## src/rtl/alu_sequencer.sv

```systemverilog
// Register-bank ALU sequencer: debounced trigger launches one command on the register bank.
// Define MUL_EN to build the multi-cycle shift-add multiplier (op 1000); otherwise op 1000 is a NOP.
module alu_sequencer #(
   parameter int WIDTH           = 8,
   parameter int NREGS           = 4,
   parameter int DEBOUNCE_CYCLES = 16,
   localparam int SELW           = $clog2(NREGS)
) (
   input  logic             clk,
   input  logic             reset_n,
   input  logic             trigger,
   input  logic [3:0]       op,
   input  logic [SELW-1:0]  dst,
   input  logic [SELW-1:0]  src,
   input  logic [WIDTH-1:0] data_in,
   output logic [WIDTH-1:0] a_out,
   output logic [WIDTH-1:0] b_out,
   output logic [WIDTH-1:0] y_out,
   output logic             busy,
   output logic             done,
   output logic             carry,
   output logic             zero,
   output logic             ovf
);

   localparam logic [3:0] OP_ADD  = 4'b0000;
   localparam logic [3:0] OP_SUB  = 4'b0001;
   localparam logic [3:0] OP_AND  = 4'b0010;
   localparam logic [3:0] OP_OR   = 4'b0011;
   localparam logic [3:0] OP_XOR  = 4'b0100;
   localparam logic [3:0] OP_NOT  = 4'b0101;
   localparam logic [3:0] OP_SHL  = 4'b0110;
   localparam logic [3:0] OP_SHR  = 4'b0111;
   localparam logic [3:0] OP_CMP  = 4'b1001;
   localparam logic [3:0] OP_LOAD = 4'b1101;
   localparam logic [3:0] OP_SWAP = 4'b1110;
   localparam logic [3:0] OP_CLR  = 4'b1111;
   localparam int CNTW = $clog2(DEBOUNCE_CYCLES);

`ifdef MUL_EN
   localparam logic [3:0] OP_MUL = 4'b1000;
   localparam int MCW = $clog2(WIDTH) + 1;
   typedef enum logic [1:0] {S_IDLE, S_EXEC, S_MUL} state_t;
`else
   typedef enum logic {S_IDLE, S_EXEC} state_t;
`endif

   state_t r_state, w_nextState;

   logic             r_sync1, r_sync2, r_level, r_levelDly;
   logic [CNTW-1:0]  r_dbCnt;
   logic             w_strobe, w_accept, w_finish;

   logic [WIDTH-1:0] r_regs [NREGS];
   logic [3:0]       r_op;
   logic [SELW-1:0]  r_dst, r_src;
   logic [WIDTH-1:0] r_lit, r_y;
   logic             r_done, r_carry, r_zero, r_ovf;

   logic [WIDTH-1:0] w_d, w_s, w_result;
   logic [WIDTH:0]   w_sum, w_diff;
   logic             w_carry, w_wrDst, w_wrSrc, w_updFlags;

`ifdef MUL_EN
   logic [2*WIDTH-1:0] r_mulAcc, r_mulCand, w_mulNext;
   logic [WIDTH-1:0]   r_mulPlier;
   logic [MCW-1:0]     r_mulCnt;
   logic               w_mulLast;
`endif

   // A new level is accepted only after an unbroken run of samples that differ from the current one.
   always_ff @(posedge clk) begin
      if (!reset_n) begin
         r_sync1    <= 1'b0;
         r_sync2    <= 1'b0;
         r_level    <= 1'b0;
         r_levelDly <= 1'b0;
         r_dbCnt    <= '0;
      end else begin
         r_sync1    <= trigger;
         r_sync2    <= r_sync1;
         r_levelDly <= r_level;
         if (r_sync2 == r_level) begin
            r_dbCnt <= '0;
         end else if (r_dbCnt == CNTW'(DEBOUNCE_CYCLES - 1)) begin
            r_level <= r_sync2;
            r_dbCnt <= '0;
         end else begin
            r_dbCnt <= r_dbCnt + 1'b1;
         end
      end
   end

   assign w_strobe = r_level & ~r_levelDly;

   always_ff @(posedge clk) begin
      if (!reset_n) r_state <= S_IDLE;
      else          r_state <= w_nextState;
   end

   always_comb begin
      w_nextState = r_state;
      case (r_state)
         S_IDLE: begin
            if (w_strobe) begin
               w_nextState = S_EXEC;
`ifdef MUL_EN
               if (op == OP_MUL) w_nextState = S_MUL;
`endif
            end
         end
         S_EXEC: w_nextState = S_IDLE;
`ifdef MUL_EN
         S_MUL:  if (w_mulLast) w_nextState = S_IDLE;
`endif
         default: w_nextState = S_IDLE;
      endcase
   end

   always_comb begin
      busy     = (r_state != S_IDLE);
      w_accept = (r_state == S_IDLE) && w_strobe;
`ifdef MUL_EN
      w_finish = (r_state == S_EXEC) || ((r_state == S_MUL) && w_mulLast);
`else
      w_finish = (r_state == S_EXEC);
`endif
   end

   // Single-cycle result; anything not listed (including the reserved codes) leaves all state alone.
   always_comb begin
      w_d        = r_regs[r_dst];
      w_s        = r_regs[r_src];
      w_sum      = {1'b0, w_d} + {1'b0, w_s};
      w_diff     = {1'b0, w_d} - {1'b0, w_s};
      w_result   = '0;
      w_carry    = r_carry;
      w_wrDst    = 1'b0;
      w_wrSrc    = 1'b0;
      w_updFlags = 1'b1;
      case (r_op)
         OP_ADD:  begin w_result = w_sum[WIDTH-1:0];  w_carry = w_sum[WIDTH];  w_wrDst = 1'b1; end
         OP_SUB:  begin w_result = w_diff[WIDTH-1:0]; w_carry = w_diff[WIDTH]; w_wrDst = 1'b1; end
         OP_AND:  begin w_result = w_d & w_s; w_wrDst = 1'b1; end
         OP_OR:   begin w_result = w_d | w_s; w_wrDst = 1'b1; end
         OP_XOR:  begin w_result = w_d ^ w_s; w_wrDst = 1'b1; end
         OP_NOT:  begin w_result = ~w_d;      w_wrDst = 1'b1; end
         OP_SHL:  begin w_result = {w_d[WIDTH-2:0], 1'b0}; w_carry = w_d[WIDTH-1]; w_wrDst = 1'b1; end
         OP_SHR:  begin w_result = {1'b0, w_d[WIDTH-1:1]}; w_carry = w_d[0];       w_wrDst = 1'b1; end
         OP_CMP:  begin w_result = w_diff[WIDTH-1:0]; w_carry = w_diff[WIDTH]; end
         OP_LOAD: begin w_result = r_lit; w_wrDst = 1'b1; end
         OP_SWAP: begin w_result = w_s; w_wrDst = 1'b1; w_wrSrc = 1'b1; end
         OP_CLR:  begin w_result = '0;  w_wrDst = 1'b1; end
         default: w_updFlags = 1'b0;
      endcase
   end

`ifdef MUL_EN
   assign w_mulNext = r_mulAcc + (r_mulPlier[0] ? r_mulCand : '0);
   assign w_mulLast = (r_mulCnt == MCW'(WIDTH - 1));
`endif

   always_ff @(posedge clk) begin
      if (!reset_n) begin
         for (int i = 0; i < NREGS; i++) r_regs[i] <= '0;
         r_op    <= '0;
         r_dst   <= '0;
         r_src   <= '0;
         r_lit   <= '0;
         r_y     <= '0;
         r_done  <= 1'b0;
         r_carry <= 1'b0;
         r_zero  <= 1'b0;
         r_ovf   <= 1'b0;
`ifdef MUL_EN
         r_mulAcc   <= '0;
         r_mulCand  <= '0;
         r_mulPlier <= '0;
         r_mulCnt   <= '0;
`endif
      end else begin
         r_done <= w_finish;
         if (w_accept) begin
            r_op  <= op;
            r_dst <= dst;
            r_src <= src;
            r_lit <= data_in;
`ifdef MUL_EN
            r_mulAcc   <= '0;
            r_mulCand  <= {{WIDTH{1'b0}}, r_regs[dst]};
            r_mulPlier <= r_regs[src];
            r_mulCnt   <= '0;
`endif
         end
         if (r_state == S_EXEC) begin
            if (w_wrDst) r_regs[r_dst] <= w_result;
            if (w_wrSrc) r_regs[r_src] <= w_d;
            if (w_updFlags) begin
               r_y     <= w_result;
               r_zero  <= (w_result == '0);
               r_carry <= w_carry;
            end
         end
`ifdef MUL_EN
         if (r_state == S_MUL) begin
            r_mulAcc   <= w_mulNext;
            r_mulCand  <= r_mulCand << 1;
            r_mulPlier <= r_mulPlier >> 1;
            r_mulCnt   <= r_mulCnt + 1'b1;
            if (w_mulLast) begin
               r_regs[r_dst] <= w_mulNext[WIDTH-1:0];
               r_y           <= w_mulNext[WIDTH-1:0];
               r_zero        <= (w_mulNext[WIDTH-1:0] == '0);
               r_ovf         <= |w_mulNext[2*WIDTH-1:WIDTH];
            end
         end
`endif
      end
   end

   assign a_out = r_regs[dst];
   assign b_out = r_regs[src];
   assign y_out = r_y;
   assign done  = r_done;
   assign carry = r_carry;
   assign zero  = r_zero;
   assign ovf   = r_ovf;

endmodule
```

## config.mk

```make
export PLATFORM = sky130hd
export DESIGN_NAME = alu_sequencer
export DESIGN_NICKNAME = d
export VERILOG_FILES = /design/src/rtl/alu_sequencer.sv
export SDC_FILE = /design/constraint.sdc
export NUM_CORES = 1
export LEC_CHECK = 0
export CORE_UTILIZATION = 57
export CTS_CLUSTER_DIAMETER = 40
export CTS_CLUSTER_SIZE = 20
export DETAILED_ROUTE_END_ITERATION = 16
export PLACE_DENSITY_LB_ADDON = 0.2
export SYNTH_ARGS = -nofsm -noshare
export SYNTH_HDL_FRONTEND = slang
export SYNTH_SLANG_ARGS = --single-unit
```

## constraint.sdc

```tcl
create_clock -name clk -period 6.3 [get_ports clk]
set_input_delay 1.26 -clock clk [delete_from_list [all_inputs] [get_ports clk]]
set_output_delay 1.26 -clock clk [all_outputs]
set_load 0.01 [all_outputs]
```

# Word level (Yosys, flattened, before mapping)
# Memory sizes are Yosys's and may differ from the RTL's. A register that Yosys moved wholly into a read port is not among the register bits.
# Index checks and enable logic that the tools add are counted.
op_classes:
  n_addsub: 3
  eq_ne: 13
  mux: 26
  bitwise: 9
  n_reduce_logical: 13
ops:
  columns: ["op", "count"]
  rows:
  - ["$pmux W8 S10", 1]
  - ["$eq A4 B4 Y1 const B", 5]
  - ["$eq A4 B3 Y1 const B", 4]
  - ["$mux W8", 2]
  - ["$reduce_or A8 Y1", 2]
  - ["$mux W1", 15]
  - ["$mux W2", 6]
  - ["$reduce_or A12 Y1", 1]
  - ["$reduce_or A11 Y1", 1]
  - ["$add A8 B8 Y9", 1]
  - ["$sub A8 B8 Y9", 1]
  - ["$and A8 B8 Y8", 1]
  - ["$eq A4 B2 Y1 const B", 2]
  - ["$logic_not A8 Y1", 1]
  - ["$not A8 Y8", 1]
  - ["$or A8 B8 Y8", 1]
  - ["$xor A8 B8 Y8", 1]
  - ["$add A4 B1 Y4 const B", 1]
  - ["$eq A4 B1 Y1 const B", 1]
  - ["$logic_not A4 Y1", 1]
  - ["$not A1 Y1", 4]
  - ["$pmux W1 S4", 1]
  - ["$reduce_and A2 Y1", 2]
  - ["$reduce_bool A4 Y1", 1]
  - ["7 further kinds", 7]
word_totals:
  reg_bits: 36
  mem_bits_rw: 32
  in_bits: 19
  out_inout_bits: 29
  wordCells: 79
  n_memories: 1
memory_table:
  columns: ["memory", "words", "word_bits", "rd", "rd_clocked_by_memory_dff", "wr", "line", "source"]
  rows:
  - ["r_regs", 4, 8, 4, 2, 4, "54", "logic [WIDTH-1:0] r_regs [NREGS];"]

# Longest topological paths before layout
depth:
  ltp_word: 9
  ltp_mapped: 14
  ltp_nobuf: 12

# Least setup slack after synthesis
# OpenSTA, ideal clock, no wires.
synth_timing:
  path_type: "input-to-output"
  from: "input dst[0]"
  to: "output a_out[0]"
  arrival_ps: 2297
  required_time_ps: 5040
  path_slack_ps: 2743
  stages: 2
  n_path_buf: 1
  cell_sequence: "clkbuf_1 mux4_2"
synth_between:
  elab_chain_cells: 1
synth_rtl:
  columns: ["item", "line", "source"]
  rows:
  - ["from (decl)", "13", "input logic [SELW-1:0] dst,"]
  - ["$mem_v2 Z4 W8", null, null]
  - ["to (decl)", "16", "output logic [WIDTH-1:0] a_out,"]
# Every way passes these cells.

# Worst setup path in the final report
layout_timing:
  from: "input src[0]"
  to: "output b_out[2]"
layout_between:
  elab_chain_cells: 1
layout_rtl:
  columns: ["item", "line", "source"]
  rows:
  - ["from (decl)", "14", "input logic [SELW-1:0] src,"]
  - ["$mem_v2 Z4 W8", null, null]
  - ["to (decl)", "17", "output logic [WIDTH-1:0] b_out,"]
# Every way passes these cells.

==> reports/results.tsv <==
metric	value	unit
MaxCap Viol Count	0	
n_diodes	0	
DP Area	5609	um^2
number of synthesized flops with an enable pin	32	
XOR/XNOR share of the synthesized area	0.8522	%
Pwr Total	0.001001	W
pwr/cell area	172.8	nW/um^2
Vias/cell	6.706	
Worst Path Required	5040	ps
Final Slew Violations	0	
Unique masters post-synth	75	
mux cell area share after synthesis	17.19	%
vias in the first global route	4345	
Worst slew margin	36.42	%
share of power burned in combinational logic	14.3	%
top cells by instance count after synthesis	71 x nand2_1, 40 x dfxtp_1, 32 x edfxtp_1, 30 x a21oi_1, 30 x o22ai_1	
register area	1762	um^2
CP Class	in2out	
total gr overflow	0	
Critical Path Sink Type	output port	
Synth Area in Compound Gates	17.04	%
CTS buffer count	9	
synthesized cell area	5139	um^2
Main synth FF type	dfxtp_1	
Reg2Reg Depth	12	
Iter 0 DRT Violations	502	
CTS Buffer Depth	2	
Tightest Hold Check Type	reg2reg	
Reg clk slew, reported paths	90	ps
postcts setup bufs	0	
layout net count	606	
unrepaired setup endpoints after global routing	no	
switching power	0.0002876	W
Final Instance Area	5794	um^2
first-pass GRT wire length	23.00	mm
hold_buf cts	0	
Startpoint Class	input port	
Arr. time, crit path	3250	ps
fmax	221.5	MHz
sequential power share	50.2	%
die span in x	96.95	um
Worst Slack Setup Final	1785	ps
worst vdd ir	133.8	uV
initial antenna violation count	0	
WL per Instance	21.12	um
gr usage total	31.26	%
H-tree levels	3	
Routed WL	14.21	mm
hold path cells	1	
flop and latch count out of synthesis	72	
PostCTS Resize Cnt	0	
most common cell in the netlist	nand2_1	
Setup Viol. Count Final	0	
setup TNS	0	ps
Post-Syn Nets	579	
status	finished, final reports clean	
Area contributors post-synth	edfxtp_1 19%, dfxtp_1 16%, mux4_2 7.9%	
post-synth top area share	18.70	%
fraction of layout cells with a size suffix above 1	11.33	%
fin crit period	4515	ps
filler instances	689	
post-synthesis sequential area ratio	34.28	%
Synth area leader	edfxtp_1	
Core Rows	34	
clock power share	35.6	%
Synth Area in Adders	6.866	%
CTS Sinks	72	
Crit Path Max Fanout	9	
GP Congestion	0.9100	
Post-Synth Simple-Gate Area	18.63	%
Antenna Nets Post-Route	0	
Final HPWL DP	10.16	mm
port bufs	46	
Worst Clk Skew	10.23	ps
ys async rst share	0	%
flop-to-flop setup slack	1850	ps
synthesis-to-layout area growth	12.76	%
average cell area after synthesis	9.641	um^2
total core area	8721	um^2
Fin. Hold Viols	0	
Multi-input gate area	3117	um^2
# DRC	0	
crit share post-route	71.67	%
Yosys warnings	0	
latest clock arrival within the worst-skew pair	360	ps
full die area	9399	um^2
Place WS	1754	ps
largest net degree at the start of global routing	29	
measured slew at the worst slew-check pin	952.4	ps
root buf cell	clkbuf_8	
# IOs	48	
Pleak	2.077	nW
largest family of logic cells by synthesized area	simple AND/OR/NAND/NOR gates	
via count	4513	
Mapped Cells	533	
switch share	28.72	%
Die Height	96.95	um
Internal	0.0007135	W
Initial Util	58.92	%
Pre-antenna DRT Iters	5	
CTS tree	done	
cells by family (layout without fill, tap and decap cells):
group	count (synthesis)	in the layout
AND/OR/NAND/NOR	182	182
AO/OA/AOI/OAI	129	129
flip-flops	72	72
buffers and inverters	62	94
multiplexers	55	55
adder cells (fa/ha/maj)	27	27
XOR/XNOR	5	5
other	1	1
final timing paths:
kind         startpoint      endpoint
max              src[0]      b_out[2]
min reg2reg     r_sync1       r_sync2
max reg2reg        flop  r_regs[0][6]
min             r_sync1       r_sync2
final cells by class:
type,instances,area share (%)
Sequential cell,72,30.40
Tap cell,108,2.332
Inverter,28,1.814
Clock inverter,7,1.058
Timing Repair Buffer,50,8.465
Multi-Input combinational cell,399,53.79
Clock buffer,9,2.138
registers in the layout, indices dropped and copies added, names as in the netlist, named ones only:
signal and cells:
r_regs 32, r_sync1 1, busy 1, r_dbCnt 4, zero 1, done 1, r_dst 2, r_op 4
r_levelDly 1, r_lit 8, r_sync2 1, y_out 8, r_level 1, carry 1, r_src 2
power groups by stage:
stage / logic (W) / registers (W) / clock network, W
2_1_floorplan: 0.0000884 / 0.000509 / 0
3_3_place_gp: 0.000138 / 0.000511 / 0
3_5_place_dp: 0.000140 / 0.000513 / 0
4_1_cts: 0.000141 / 0.000502 / 0.000354
5_1_grt: 0.000153 / 0.000503 / 0.000375
6_report: 0.000143 / 0.000502 / 0.000356
critical path: stages:
cell             delay [ps]
clkdlybuf4s50_1         910
mux4_2                  590
clkdlybuf4s50_1         490
metrics by stage:
stage	cells	hold slack, ps	util [%]
3_5_place_dp	657	443.5	64.32
6_report	673	459.0	66.44
3_3_place_gp	657	432.9	64.32
2_1_floorplan	533	411.9	-
5_1_grt	673	485.5	66.44
4_1_cts	673	458.8	66.44
metal layers:
layer	track usage (%)	part of all wire [%]	wire length, um
met1	43.12	42	5945
met2	47.56	46	6607
met3	5.058	8.5	1210
met4	16.07	3.2	451
met5	0	0	0
cell usage in the layout (no fill, tap or decap), types with 4 or more instances in the layout:
cell and count:
dfxtp_1 40, mux4_2 18, o21ai_0 13, nand4_1 4, buf_4 4, nor3_1 4
nor2b_1 6, clkdlybuf4s50_1 46, inv_2 5, mux4_1 6, o221ai_1 4, nand3_1 14
ha_1 25, nor2_1 29, mux2i_1 23, a211oi_1 10, and3_1 8, a22o_1 4
clkbuf_8 9, o21ai_1 5, a21oi_1 30, and2_1 8, nand2_1 71, xor2_1 4
a21o_1 4, o22ai_1 30, nand2b_1 10, inv_1 23, edfxtp_1 32, mux2_2 6
No activity file was read; power rests on OpenSTA's default activity.
